<file path="src/rtl/pdm_sample_feeder_pkg.sv">
// Shared definitions for the PDM sample feeder: register map, STATUS layout,
// channel-write FSM states and the STATUS byte builder.
package pdm_feeder_pkg;

  localparam logic [1:0] ADR_DATA   = 2'd0;
  localparam logic [1:0] ADR_DIV_LO = 2'd1;
  localparam logic [1:0] ADR_DIV_HI = 2'd2;
  localparam logic [1:0] ADR_STATUS = 2'd3;

  localparam int STAT_OVF   = 7;
  localparam int STAT_UNF   = 6;
  localparam int STAT_LATE  = 5;
  localparam int STAT_FULL  = 4;
  localparam int STAT_EMPTY = 3;

  typedef enum logic [0:0] {
    IDLE = 1'b0,
    SEND = 1'b1
  } feeder_state_e;

  function automatic logic [7:0] status_byte(input logic ovf, input logic unf,
                                             input logic late, input logic full,
                                             input logic empty);
    logic [7:0] s;
    s             = 8'h00;
    s[STAT_OVF]   = ovf;
    s[STAT_UNF]   = unf;
    s[STAT_LATE]  = late;
    s[STAT_FULL]  = full;
    s[STAT_EMPTY] = empty;
    return s;
  endfunction

endpackage

</file>
<file path="src/rtl/pdm_sample_feeder_if.sv">
// CPU-side Wishbone slave port plus the controller-side channel write port
// and interrupt of the sample feeder.
interface pdm_sample_feeder_if #(
  parameter int pBits = 8
);
  logic             wb_stb;
  logic             wb_we;
  logic [1:0]       wb_adr;
  logic [pBits-1:0] wb_dat_i;
  logic [pBits-1:0] wb_dat_o;
  logic             wb_ack;
  logic             ch_stb;
  logic [pBits-1:0] ch_dat;
  logic             ch_ack;
  logic             irq;

  modport slave (
    input  wb_stb, wb_we, wb_adr, wb_dat_i, ch_ack,
    output wb_dat_o, wb_ack, ch_stb, ch_dat, irq
  );

  modport master (
    output wb_stb, wb_we, wb_adr, wb_dat_i, ch_ack,
    input  wb_dat_o, wb_ack, ch_stb, ch_dat, irq
  );
endinterface

</file>
<file path="src/rtl/pdm_sample_feeder_fifo.sv">
// Synchronous show-ahead FIFO: head always presents the oldest stored sample.
// A push into a full FIFO is accepted only when a pop happens in the same cycle.
module fifo_sync #(
  parameter int pBits  = 8,
  parameter int pDepth = 16
) (
  input  logic                      clk,
  input  logic                      rst_n,
  input  logic                      push,
  input  logic                      pop,
  input  logic [pBits-1:0]          din,
  output logic [pBits-1:0]          head,
  output logic [$clog2(pDepth):0]   count,
  output logic                      full,
  output logic                      empty
);
  localparam int AW    = $clog2(pDepth);
  localparam int CNT_W = AW + 1;

  logic [pBits-1:0] mem_r [pDepth];
  logic [AW-1:0]    wr_ptr_r;
  logic [AW-1:0]    rd_ptr_r;
  logic [CNT_W-1:0] count_r;
  logic             do_push_s;
  logic             do_pop_s;

  assign do_pop_s  = pop & ~empty;
  assign do_push_s = push & (~full | do_pop_s);

  // Storage, pointers and occupancy
  always_ff @(posedge clk or negedge rst_n) begin
    if (!rst_n) begin
      for (int i = 0; i < pDepth; i++) begin
        mem_r[i] <= {pBits{1'b0}};
      end
      wr_ptr_r <= {AW{1'b0}};
      rd_ptr_r <= {AW{1'b0}};
      count_r  <= {CNT_W{1'b0}};
    end else begin
      if (do_push_s) begin
        mem_r[wr_ptr_r] <= din;
        wr_ptr_r        <= wr_ptr_r + AW'(1'b1);
      end
      if (do_pop_s) begin
        rd_ptr_r <= rd_ptr_r + AW'(1'b1);
      end
      case ({do_push_s, do_pop_s})
        2'b10:   count_r <= count_r + CNT_W'(1'b1);
        2'b01:   count_r <= count_r - CNT_W'(1'b1);
        default: count_r <= count_r;
      endcase
    end
  end

  assign head  = mem_r[rd_ptr_r];
  assign count = count_r;
  assign full  = (count_r == CNT_W'(pDepth));
  assign empty = (count_r == {CNT_W{1'b0}});

endmodule

</file>
<file path="src/rtl/pdm_sample_feeder.sv">
// Buffers CPU-written samples and writes one per divider period to the PDM
// channel; register decode, tick counter, sticky flags and channel FSM live here.
module pdm_sample_feeder
  import pdm_feeder_pkg::*;
#(
  parameter int pBits    = 8,
  parameter int pDepth   = 16,
  parameter int pDivBits = 16
) (
  input  logic               clk,
  input  logic               rst_n,
  pdm_sample_feeder_if.slave bus
);
  localparam int CNT_W = $clog2(pDepth) + 1;
  localparam int HI_W  = pDivBits - 8;
  localparam logic [CNT_W-1:0]    CNT_HALF = CNT_W'(pDepth / 2);
  localparam logic [pDivBits-1:0] DIV_ZERO = {pDivBits{1'b0}};

  logic                wb_ack_r;
  logic [pBits-1:0]    wb_dat_o_r;
  logic [pDivBits-1:0] div_r;
  logic [pDivBits-1:0] tick_cnt_r;
  logic                ovf_r;
  logic                unf_r;
  logic                late_r;
  logic                irq_r;
  feeder_state_e       state_r;
  logic                ch_stb_r;
  logic [pBits-1:0]    ch_dat_r;

  logic                bus_fire_s;
  logic                wr_s;
  logic                rd_s;
  logic                push_req_s;
  logic                push_s;
  logic                pop_s;
  logic                tick_s;
  logic                ovf_set_s;
  logic                unf_set_s;
  logic                late_set_s;
  logic                ovf_nxt_s;
  logic                unf_nxt_s;
  logic                late_nxt_s;
  logic                irq_nxt_s;
  logic                reload_s;
  logic [pDivBits-1:0] div_nxt_s;
  logic [pBits-1:0]    clr_s;
  logic [pBits-1:0]    rd_data_s;
  logic [CNT_W-1:0]    count_nxt_s;
  logic [pBits-1:0]    fifo_head_s;
  logic [CNT_W-1:0]    fifo_count_s;
  logic                fifo_full_s;
  logic                fifo_empty_s;

  fifo_sync #(
    .pBits  (pBits),
    .pDepth (pDepth)
  ) u_fifo (
    .clk   (clk),
    .rst_n (rst_n),
    .push  (push_s),
    .pop   (pop_s),
    .din   (bus.wb_dat_i),
    .head  (fifo_head_s),
    .count (fifo_count_s),
    .full  (fifo_full_s),
    .empty (fifo_empty_s)
  );

  assign bus_fire_s = bus.wb_stb & ~wb_ack_r;
  assign wr_s       = bus_fire_s & bus.wb_we;
  assign rd_s       = bus_fire_s & ~bus.wb_we;
  assign push_req_s = wr_s & (bus.wb_adr == ADR_DATA);

  // A pop frees a slot in the same cycle, so a push into a full FIFO still lands.
  assign tick_s     = (div_r != DIV_ZERO) & (tick_cnt_r == DIV_ZERO);
  assign pop_s      = tick_s & (state_r == IDLE) & ~fifo_empty_s;
  assign unf_set_s  = tick_s & (state_r == IDLE) & fifo_empty_s;
  assign late_set_s = tick_s & (state_r == SEND);
  assign push_s     = push_req_s & (~fifo_full_s | pop_s);
  assign ovf_set_s  = push_req_s & fifo_full_s & ~pop_s;

  assign ovf_nxt_s  = ovf_set_s  | (ovf_r  & ~clr_s[STAT_OVF]);
  assign unf_nxt_s  = unf_set_s  | (unf_r  & ~clr_s[STAT_UNF]);
  assign late_nxt_s = late_set_s | (late_r & ~clr_s[STAT_LATE]);
  assign irq_nxt_s  = (count_nxt_s <= CNT_HALF) | ovf_nxt_s | unf_nxt_s | late_nxt_s;

  // Register writes: divider bytes and STATUS clear mask
  always_comb begin
    div_nxt_s = div_r;
    reload_s  = 1'b0;
    clr_s     = {pBits{1'b0}};
    if (wr_s) begin
      case (bus.wb_adr)
        ADR_DIV_LO: begin
          div_nxt_s[7:0] = bus.wb_dat_i[7:0];
          reload_s       = 1'b1;
        end
        ADR_DIV_HI: begin
          div_nxt_s[pDivBits-1:8] = bus.wb_dat_i[HI_W-1:0];
          reload_s                = 1'b1;
        end
        ADR_STATUS: clr_s = bus.wb_dat_i;
        default:    clr_s = {pBits{1'b0}};
      endcase
    end else begin
      reload_s = 1'b0;
    end
  end

  // Register read mux
  always_comb begin
    rd_data_s = {pBits{1'b0}};
    case (bus.wb_adr)
      ADR_DIV_LO: rd_data_s[7:0]      = div_r[7:0];
      ADR_DIV_HI: rd_data_s[HI_W-1:0] = div_r[pDivBits-1:8];
      ADR_STATUS: rd_data_s[7:0]      = status_byte(ovf_r, unf_r, late_r,
                                                    fifo_full_s, fifo_empty_s);
      default:    rd_data_s           = {pBits{1'b0}};
    endcase
  end

  // Post-edge FIFO occupancy, used so irq tracks the count without lag
  always_comb begin
    case ({push_s, pop_s})
      2'b10:   count_nxt_s = fifo_count_s + CNT_W'(1'b1);
      2'b01:   count_nxt_s = fifo_count_s - CNT_W'(1'b1);
      default: count_nxt_s = fifo_count_s;
    endcase
  end

  // Bus response, divider, sticky flags and interrupt
  always_ff @(posedge clk or negedge rst_n) begin
    if (!rst_n) begin
      wb_ack_r   <= 1'b0;
      wb_dat_o_r <= {pBits{1'b0}};
      div_r      <= DIV_ZERO;
      ovf_r      <= 1'b0;
      unf_r      <= 1'b0;
      late_r     <= 1'b0;
      irq_r      <= 1'b1;
    end else begin
      wb_ack_r   <= bus_fire_s;
      wb_dat_o_r <= rd_s ? rd_data_s : {pBits{1'b0}};
      div_r      <= div_nxt_s;
      ovf_r      <= ovf_nxt_s;
      unf_r      <= unf_nxt_s;
      late_r     <= late_nxt_s;
      irq_r      <= irq_nxt_s;
    end
  end

  // Sample-period down-counter; a divider write restarts the period
  always_ff @(posedge clk or negedge rst_n) begin
    if (!rst_n) begin
      tick_cnt_r <= DIV_ZERO;
    end else if (reload_s) begin
      tick_cnt_r <= div_nxt_s;
    end else if (div_r == DIV_ZERO) begin
      tick_cnt_r <= DIV_ZERO;
    end else if (tick_cnt_r == DIV_ZERO) begin
      tick_cnt_r <= div_r;
    end else begin
      tick_cnt_r <= tick_cnt_r - pDivBits'(1'b1);
    end
  end

  // Channel write FSM: ch_dat holds the last delivered sample after the ack
  always_ff @(posedge clk or negedge rst_n) begin
    if (!rst_n) begin
      state_r  <= IDLE;
      ch_stb_r <= 1'b0;
      ch_dat_r <= {pBits{1'b0}};
    end else begin
      case (state_r)
        IDLE: begin
          if (pop_s) begin
            ch_dat_r <= fifo_head_s;
            ch_stb_r <= 1'b1;
            state_r  <= SEND;
          end else begin
            ch_stb_r <= 1'b0;
          end
        end
        SEND: begin
          if (bus.ch_ack) begin
            ch_stb_r <= 1'b0;
            state_r  <= IDLE;
          end else begin
            ch_stb_r <= 1'b1;
          end
        end
        default: begin
          ch_stb_r <= 1'b0;
          state_r  <= IDLE;
        end
      endcase
    end
  end

  assign bus.wb_ack   = wb_ack_r;
  assign bus.wb_dat_o = wb_dat_o_r;
  assign bus.ch_stb   = ch_stb_r;
  assign bus.ch_dat   = ch_dat_r;
  assign bus.irq      = irq_r;

endmodule

</file>
<file path="src/flat_wrapper.sv">
// flat-port wrapper written by rule: the top's interface ports become plain ports
module pdm_sample_feeder_flat import pdm_feeder_pkg::*;
#(
  parameter int pBits    = 8,
  parameter int pDepth   = 16,
  parameter int pDivBits = 16
)
  (clk, rst_n, bus_wb_stb, bus_wb_we, bus_wb_adr, bus_wb_dat_i, bus_ch_ack, bus_wb_dat_o, bus_wb_ack, bus_ch_stb, bus_ch_dat, bus_irq);
  pdm_sample_feeder_if #(.pBits(pBits)) bus_i ();
  input  logic clk;
  input  logic rst_n;
  input wire logic [$bits(bus_i.wb_stb)-1:0] bus_wb_stb;
  input wire logic [$bits(bus_i.wb_we)-1:0] bus_wb_we;
  input wire logic [$bits(bus_i.wb_adr)-1:0] bus_wb_adr;
  input wire logic [$bits(bus_i.wb_dat_i)-1:0] bus_wb_dat_i;
  input wire logic [$bits(bus_i.ch_ack)-1:0] bus_ch_ack;
  output wire logic [$bits(bus_i.wb_dat_o)-1:0] bus_wb_dat_o;
  output wire logic [$bits(bus_i.wb_ack)-1:0] bus_wb_ack;
  output wire logic [$bits(bus_i.ch_stb)-1:0] bus_ch_stb;
  output wire logic [$bits(bus_i.ch_dat)-1:0] bus_ch_dat;
  output wire logic [$bits(bus_i.irq)-1:0] bus_irq;
  assign bus_i.wb_stb = bus_wb_stb;
  assign bus_i.wb_we = bus_wb_we;
  assign bus_i.wb_adr = bus_wb_adr;
  assign bus_i.wb_dat_i = bus_wb_dat_i;
  assign bus_i.ch_ack = bus_ch_ack;
  assign bus_wb_dat_o = bus_i.wb_dat_o;
  assign bus_wb_ack = bus_i.wb_ack;
  assign bus_ch_stb = bus_i.ch_stb;
  assign bus_ch_dat = bus_i.ch_dat;
  assign bus_irq = bus_i.irq;
  pdm_sample_feeder #(.pBits(pBits), .pDepth(pDepth), .pDivBits(pDivBits)) u_core (.clk(clk), .rst_n(rst_n), .bus(bus_i));
endmodule
</file>
<file path="config.mk">
export PLATFORM = sky130hd
export DESIGN_NAME = pdm_sample_feeder_flat
export DESIGN_NICKNAME = d
export VERILOG_FILES = /design/src/rtl/pdm_sample_feeder_pkg.sv /design/src/rtl/pdm_sample_feeder_if.sv /design/src/rtl/pdm_sample_feeder_fifo.sv /design/src/rtl/pdm_sample_feeder.sv /design/src/flat_wrapper.sv
export SDC_FILE = /design/constraint.sdc
export NUM_CORES = 1
export LEC_CHECK = 0
export BUFFER_PORTS_ARGS = -buffer_cell sky130_fd_sc_hd__buf_4
export CAP_MARGIN = 20
export CORE_MARGIN = 2
export CORE_UTILIZATION = 55
export DETAILED_ROUTE_END_ITERATION = 8
export PLACE_DENSITY_LB_ADDON = 0.1
export SETUP_SLACK_MARGIN = 0.5
export SLEW_MARGIN = 5
export SYNTH_ARGS = -nofsm -noshare
export SYNTH_HDL_FRONTEND = slang
export SYNTH_SLANG_ARGS = --single-unit
</file>
<file path="constraint.sdc">
create_clock -name clk -period 5.4 [get_ports clk]
set_input_delay 0.54 -clock clk [delete_from_list [all_inputs] [get_ports clk]]
set_output_delay 0.54 -clock clk [all_outputs]
set_load 0.01 [all_outputs]
</file>
# Word-level counts from Yosys, hierarchy flattened
# Index checks and enable logic that the tools add are counted.
# W data, S select, Z words.
# word_totals
ff_bits,195
inputBits,15
out_inout_bits,19
word_cells,114
# op_classes
add_sub_neg,5
order_cmp,4
eq_ne,8
n_mux,23
n_bitwise,36
n_reduce_logical,9
# ops
op,n
$bwmux W128,1
$mux W16,4
$mux W8,8
$bmux W8 S4,1
$demux W8 S4,1
$logic_not A16 Y1,2
$pmux W8 S3,1
$pmux W5 S2,2
$and A1 B1 Y1,17
$reduce_bool A16 Y1,1
$sub A16 B1 Y16 const B,1
$ge A5 B5 Y1 const B,2
$not A4 Y5,2
$not A1 Y1,9
$add A4 B1 Y4 const B,2
$eq A2 B2 Y1 const B,4
$or A1 B1 Y1,8
$eq A2 B1 Y1 const B,3
$add A5 B1 Y5 const B,1
$eq A5 B5 Y1 const B,1
$le A5 B4 Y1 const B,1
$logic_not A5 Y1,1
$lt A5 B1 Y1 const B,1
$sub A5 B1 Y5 const B,1
7 further kinds,10

# Logic depth before layout (Yosys ltp)
# logic_depth
ltp_word,12
ltp_mapped,14
depth_no_buf,12

# Hierarchy
# Synthesis repeated with hierarchy kept, for this count alone.
# hier_totals
cells_unflattened,708
area_unflattened_um2,9846.9
# by_module_without_submodules
mod,n_inst,cells_each,area_each_um2,seq_area_each_um2
fifo_sync,1,434,6927.9,3528.4
pdm_sample_feeder,1,274,2919.0,1352.5

# Worst setup path before layout
# No wires, ideal clock.
# synth_timing
path_type,reg2reg
startpoint,register u_core.tick_cnt_r[0]
endpoint,register u_core.irq_r (netlist: u_core.bus.irq)
setup_ns,0.100
arrival_ns,3.040
t_required_ns,5.300
path_slack_ns,2.259
stages_incl_launch_ff,11
n_path_buf,1
period_less_slack_ns,3.141
cell_sequence,dfrtp_1 -> inv_1 -> ha_1 -> nor4b_1 -> nand4_1 -> or2_2 -> nor3_1 -> clkbuf_1 -> ha_1 -> o41ai_1 -> or4b_2
# synth_between
elab_chain_cells,12
word_cells_on_any_way,20
cone_classes,1 x order compare; 2 x eq/ne; 1 x mux; 15 x bitwise; 1 x reduce/logical
# synth_rtl
element,line_no,text
"start, declared",pdm_sample_feeder.sv:22,logic [pDivBits-1:0] tick_cnt_r;
"start signal, assigned",pdm_sample_feeder.sv:158,tick_cnt_r <= div_nxt_s;
"start signal, assigned",pdm_sample_feeder.sv:162,tick_cnt_r <= div_r;
"start signal, assigned",pdm_sample_feeder.sv:164,tick_cnt_r <= tick_cnt_r - pDivBits'(1'b1);
$logic_not A16 Y1 (*),pdm_sample_feeder.sv:76,assign tick_s = (div_r != DIV_ZERO) & (tick_cnt_r == DIV_ZERO);
$and A1 B1 Y1 (*),pdm_sample_feeder.sv:76,
$and A1 B1 Y1,"pdm_sample_feeder.sv:77, pdm_sample_feeder.sv:78",
$and A1 B1 Y1,pdm_sample_feeder.sv:77,assign pop_s = tick_s & (state_r == IDLE) & ~fifo_empty_s;
$or A1 B1 Y1,pdm_sample_feeder.sv:80,assign push_s = push_req_s & (~fifo_full_s | pop_s);
$and A1 B1 Y1,pdm_sample_feeder.sv:80,
$eq A2 B1 Y1 or $eq A2 B2 Y1 (tied branches),pdm_sample_feeder.sv:125,"case ({push_s, pop_s})"
$pmux W5 S2,pdm_sample_feeder.sv:125,
$le A5 B4 Y1,pdm_sample_feeder.sv:86,assign irq_nxt_s = (count_nxt_s <= CNT_HALF) | ovf_nxt_s | unf_nxt_s | late_nxt_s;
$or A1 B1 Y1 (2 in a row),pdm_sample_feeder.sv:86,
$or A1 B1 Y1 (*),pdm_sample_feeder.sv:86,
named net u_core.irq_nxt_s,pdm_sample_feeder.sv:44,logic irq_nxt_s;
"end signal, assigned",pdm_sample_feeder.sv:149,irq_r <= irq_nxt_s;
"end, declared",pdm_sample_feeder.sv:26,logic irq_r;
# Mark *: on every way through the listed nets, which the timed path passes. The rest lies on a longest branch.
# A chain may end at the register's enable or synchronous reset.

# Final worst setup path
# Ends and elaborated chain as after synthesis.

==> flow_summary.yaml <==
pwr:
  max-vdd-ir-drop_uv: 249
  power_leakage_nw: 4.85
  power-per-cell-area_mw_per_mm2: 414
  design_power_total_mw: 4.33
global_route:
  track_usage: 0.245
  pin_count_of_the_biggest_net_entering_global_routing: 96
  grt_antenna_before_repair: 0
  grt_pass1_vias: 5999
  grt-ovfl-total: 0
  global_route_wire_length_before_repair_um: 33900
timing:
  rsz0062_at_grt: "no"
  worst_clock_skew_ps: 13.7
  min_period_over_period: 0.667
  max-slew-margin-rel: 0.388
  setup_violation_total_in_the_final_timing_report: 0
  final_hold_viol_count: 0
  max_clock_freq_mhz: 278
  totalNegativeSetupSlack_ps: 0
  period_minus_slack_ps: 3600
  timing.final.max_slew_violations: 0
  timing_worst_slew_pin_value_ps: 905
yosys:
  ys.warnings.count: 0
  synth.area.top_cells: "sky130_fd_sc_hd__dfrtp_1, sky130_fd_sc_hd__mux2_2, sky130_fd_sc_hd__mux4_2"
  synth.cell_area_mm2: 0.00952
  count_of_flip_flops_with_a_built_in_enable_after_synthesis: 0
  synthDistinctLibCells: 55
  synth_top_area_cell: "sky130_fd_sc_hd__dfrtp_1"
  synthArstFlopShare: 1.00
  synthesis.nets: 729
  syn_avg_cell_area_um2: 13.6
  syn_inst: 698
  synth_top_flop_cell: "sky130_fd_sc_hd__dfrtp_1"
  proportion_of_netlist_area_held_by_the_largest_area_contributor: 0.510
  seq_area_frac_synth: 0.513
  synth_seq_cells: 195
routing:
  num_vias: 5746
  post-route-drc-count: 0
  finalWirelength_um: 20900
  drt_iter0_markers: 424
  post_drt_via_cell_ratio: 6.07
  postRouteAntennaNets: 0
  per_cell_routed_wire_length_um: 22.1
  drt_pass1_iterations: 9
clocking:
  tritoncts_clock_tree: "yes"
  clockBufferDepth: 2
  cts_resized: 0
  clock_latency_ps: 430
  cts_hold_repair.buffers: 0
  cts-htree-levels: 4
  num_clock_sinks: 195
  post_cts_buffers: 0
  clockRootBuffer: "sky130_fd_sc_hd__clkbuf_16"
  path_clk_slew_ps: 70
  total_clock_buffers_created_by_cts: 17
floorplanning:
  initial_utilization: 0.556
  ios: 34
  dieHeight_um: 136
  std_cell_rows: 48
  die_area_mm2: 0.0184
  design.core.area_mm2: 0.0171
  floorplan.die.width_um: 136
final_layout:
  most_common_library_cell_in_the_layout_ignoring_fill_and_taps: "sky130_fd_sc_hd__dfrtp_1"
  drive_gt1_frac: 0.386
  antenna_fix_cells: 0
  post-route-util: 0.611
  synthToLayoutAreaGrowth_pct: 9.83
  fin_nets: 739
  layout.cells.most_common_list: "sky130_fd_sc_hd__dfrtp_1, sky130_fd_sc_hd__mux2_2, sky130_fd_sc_hd__nand2_1"
  fill_cells: 1307
critical_path:
  worst-endpoint-arrival_ps: 3940
  worst_path_max_stage_delay_ps: 610
  path_buf_inv: 2
  crit-reg2reg-launch: "u_core.tick_cnt_r[0]"
  cp_data_required_time_ps: 5740
  timing.critical_path.to_type: "flop"
  crit_path_frequent_cell: "sky130_fd_sc_hd__ha_1"
  reg2reg_slack_ps: 1800
  critPathKind: "reg -> reg"
  rr_worst_depth: 12
  critPathTopFamily: "simple AND/OR/NAND/NOR gates"
  critPathMaxFanout: 24
  critical_path.reg2reg.endpoint: "u_core.bus.irq"
  startpoint_type: "flop"
  critical_path.slowest_cell: "sky130_fd_sc_hd__or4b_2"
  path_cells: "inv_1, ha_1, nor3b_1, nand4_2, o31ai_2, nor2b_4, buf_4, ha_1, o221a_2, a31oi_1, o41ai_1, or4b_2"
placement:
  place.port_buffers: 33
  gp_congestion: 0.911
  dp_hpwl_um: 14300
job:
  max_cap_violations: 0
hold_path:
  worst_hold_path_type: "in -> async"
status:
  outcome: "finished, final reports clean"
flip-flops by register name, indices dropped and copies added, names as in the netlist:
signal / flops
u_core.u_fifo.mem_r: 128
u_core.div_r: 16
u_core.tick_cnt_r: 16
u_core.bus.ch_dat: 8
u_core.bus.wb_dat_o: 8
u_core.u_fifo.count: 5
u_core.u_fifo.rd_ptr_r: 4
u_core.u_fifo.wr_ptr_r: 4
u_core.bus.irq: 1
u_core.bus.wb_ack: 1
u_core.late_r: 1
u_core.ovf_r: 1
u_core.state_r: 1
u_core.unf_r: 1
per-stage QoR:
step	hold slack, ps	setup WS, ps	cells	cell area, µm²
2_1_floorplan	244	2260	698	9520
3_3_place_gp	448	1900	914	9890
3_5_place_dp	461	1790	914	9890
4_1_cts	199	1780	946	10500
5_1_grt	226	1600	946	10500
6_report	169	1800	946	10500
synthesized netlist by cell type (all sizes together), types with 2 or more instances:
master   instances
nor3             6
dfrtp          194
nand3           15
xnor2           13
buf             18
nor4b            4
nand4b           3
clkbuf          30
o2bb2ai          6
o41ai            2
or3              2
nor2b            6
inv             14
or2              2
nor2            29
o31ai            6
nand2           57
a21oi            5
xor2            10
nor4bb           2
mux4            40
mux2           146
nand3b           2
a22oi            3
a222oi           5
nand4            9
and3             5
ha              16
o21ai           23
or4              2
nor4            10
power breakdown:
group / total, mW / switching [mW] / internal [mW]
sequential: 2.08 / 0.313 / 1.76
clock: 1.22 / 0.556 / 0.664
combinational: 1.04 / 0.496 / 0.541
total: 4.33 / 1.36 / 2.97
area by class of cell:
class	instances	area, µm²	area share
Sequential cell	195	4880	0.467
Multi-Input combinational cell	441	4380	0.419
Clock buffer	21	460	0.0440
Timing Repair Buffer	39	299	0.0286
Tap cell	225	282	0.0269
Clock inverter	11	104	0.00993
Inverter	14	52.6	0.00502
layer usage:
| metal | track usage | up-vias | share of wire |
|---|---|---|---|
| li1 | - | 2572 | - |
| met1 | 0.339 | 3019 | 0.45 |
| met2 | 0.403 | 130 | 0.50 |
| met3 | 0.0479 | 25 | 0.037 |
| met4 | 0.0596 | 0 | 0.015 |
| met5 | 0 | - | 0 |
worst reg2reg max path: stages, from the launching register on:
cell                      delay, ps
sky130_fd_sc_hd__dfrtp_1        410
sky130_fd_sc_hd__inv_1           70
sky130_fd_sc_hd__ha_1           280
sky130_fd_sc_hd__nor3b_1        260
sky130_fd_sc_hd__nand4_2        240
sky130_fd_sc_hd__o31ai_2        290
sky130_fd_sc_hd__nor2b_4        180
sky130_fd_sc_hd__buf_4          380
sky130_fd_sc_hd__ha_1           260
sky130_fd_sc_hd__o221a_2        170
sky130_fd_sc_hd__a31oi_1         40
sky130_fd_sc_hd__o41ai_1        320
sky130_fd_sc_hd__or4b_2         610
logic make-up after synthesis:
group	after synthesis	share of synthesized area
DFF	195	0.513
adders and majority gates	16	0.0210
AOI/OAI and AO/OA	56	0.0402
buffers and inverters	62	0.0281
xor gates and xnor gates	23	0.0212
muxes	187	0.273
and+or+nand+nor	159	0.104
worst max path at each step:
stage | from | end | slack (ps) | cells past startpoint
finish | u_core.tick_cnt_r[0] | u_core.bus.irq | 1800 | 12
global route | u_core.tick_cnt_r[0] | u_core.bus.irq | 1600 | 12
CTS | u_core.tick_cnt_r[0] | u_core.bus.irq | 1780 | 12
detailed placement | u_core.tick_cnt_r[0] | u_core.bus.irq | 1790 | 12
global placement | u_core.tick_cnt_r[0] | u_core.bus.irq | 1900 | 12
floorplan | u_core.tick_cnt_r[0] | u_core.bus.irq | 2260 | 10
(Power assumes the default switching activity.)
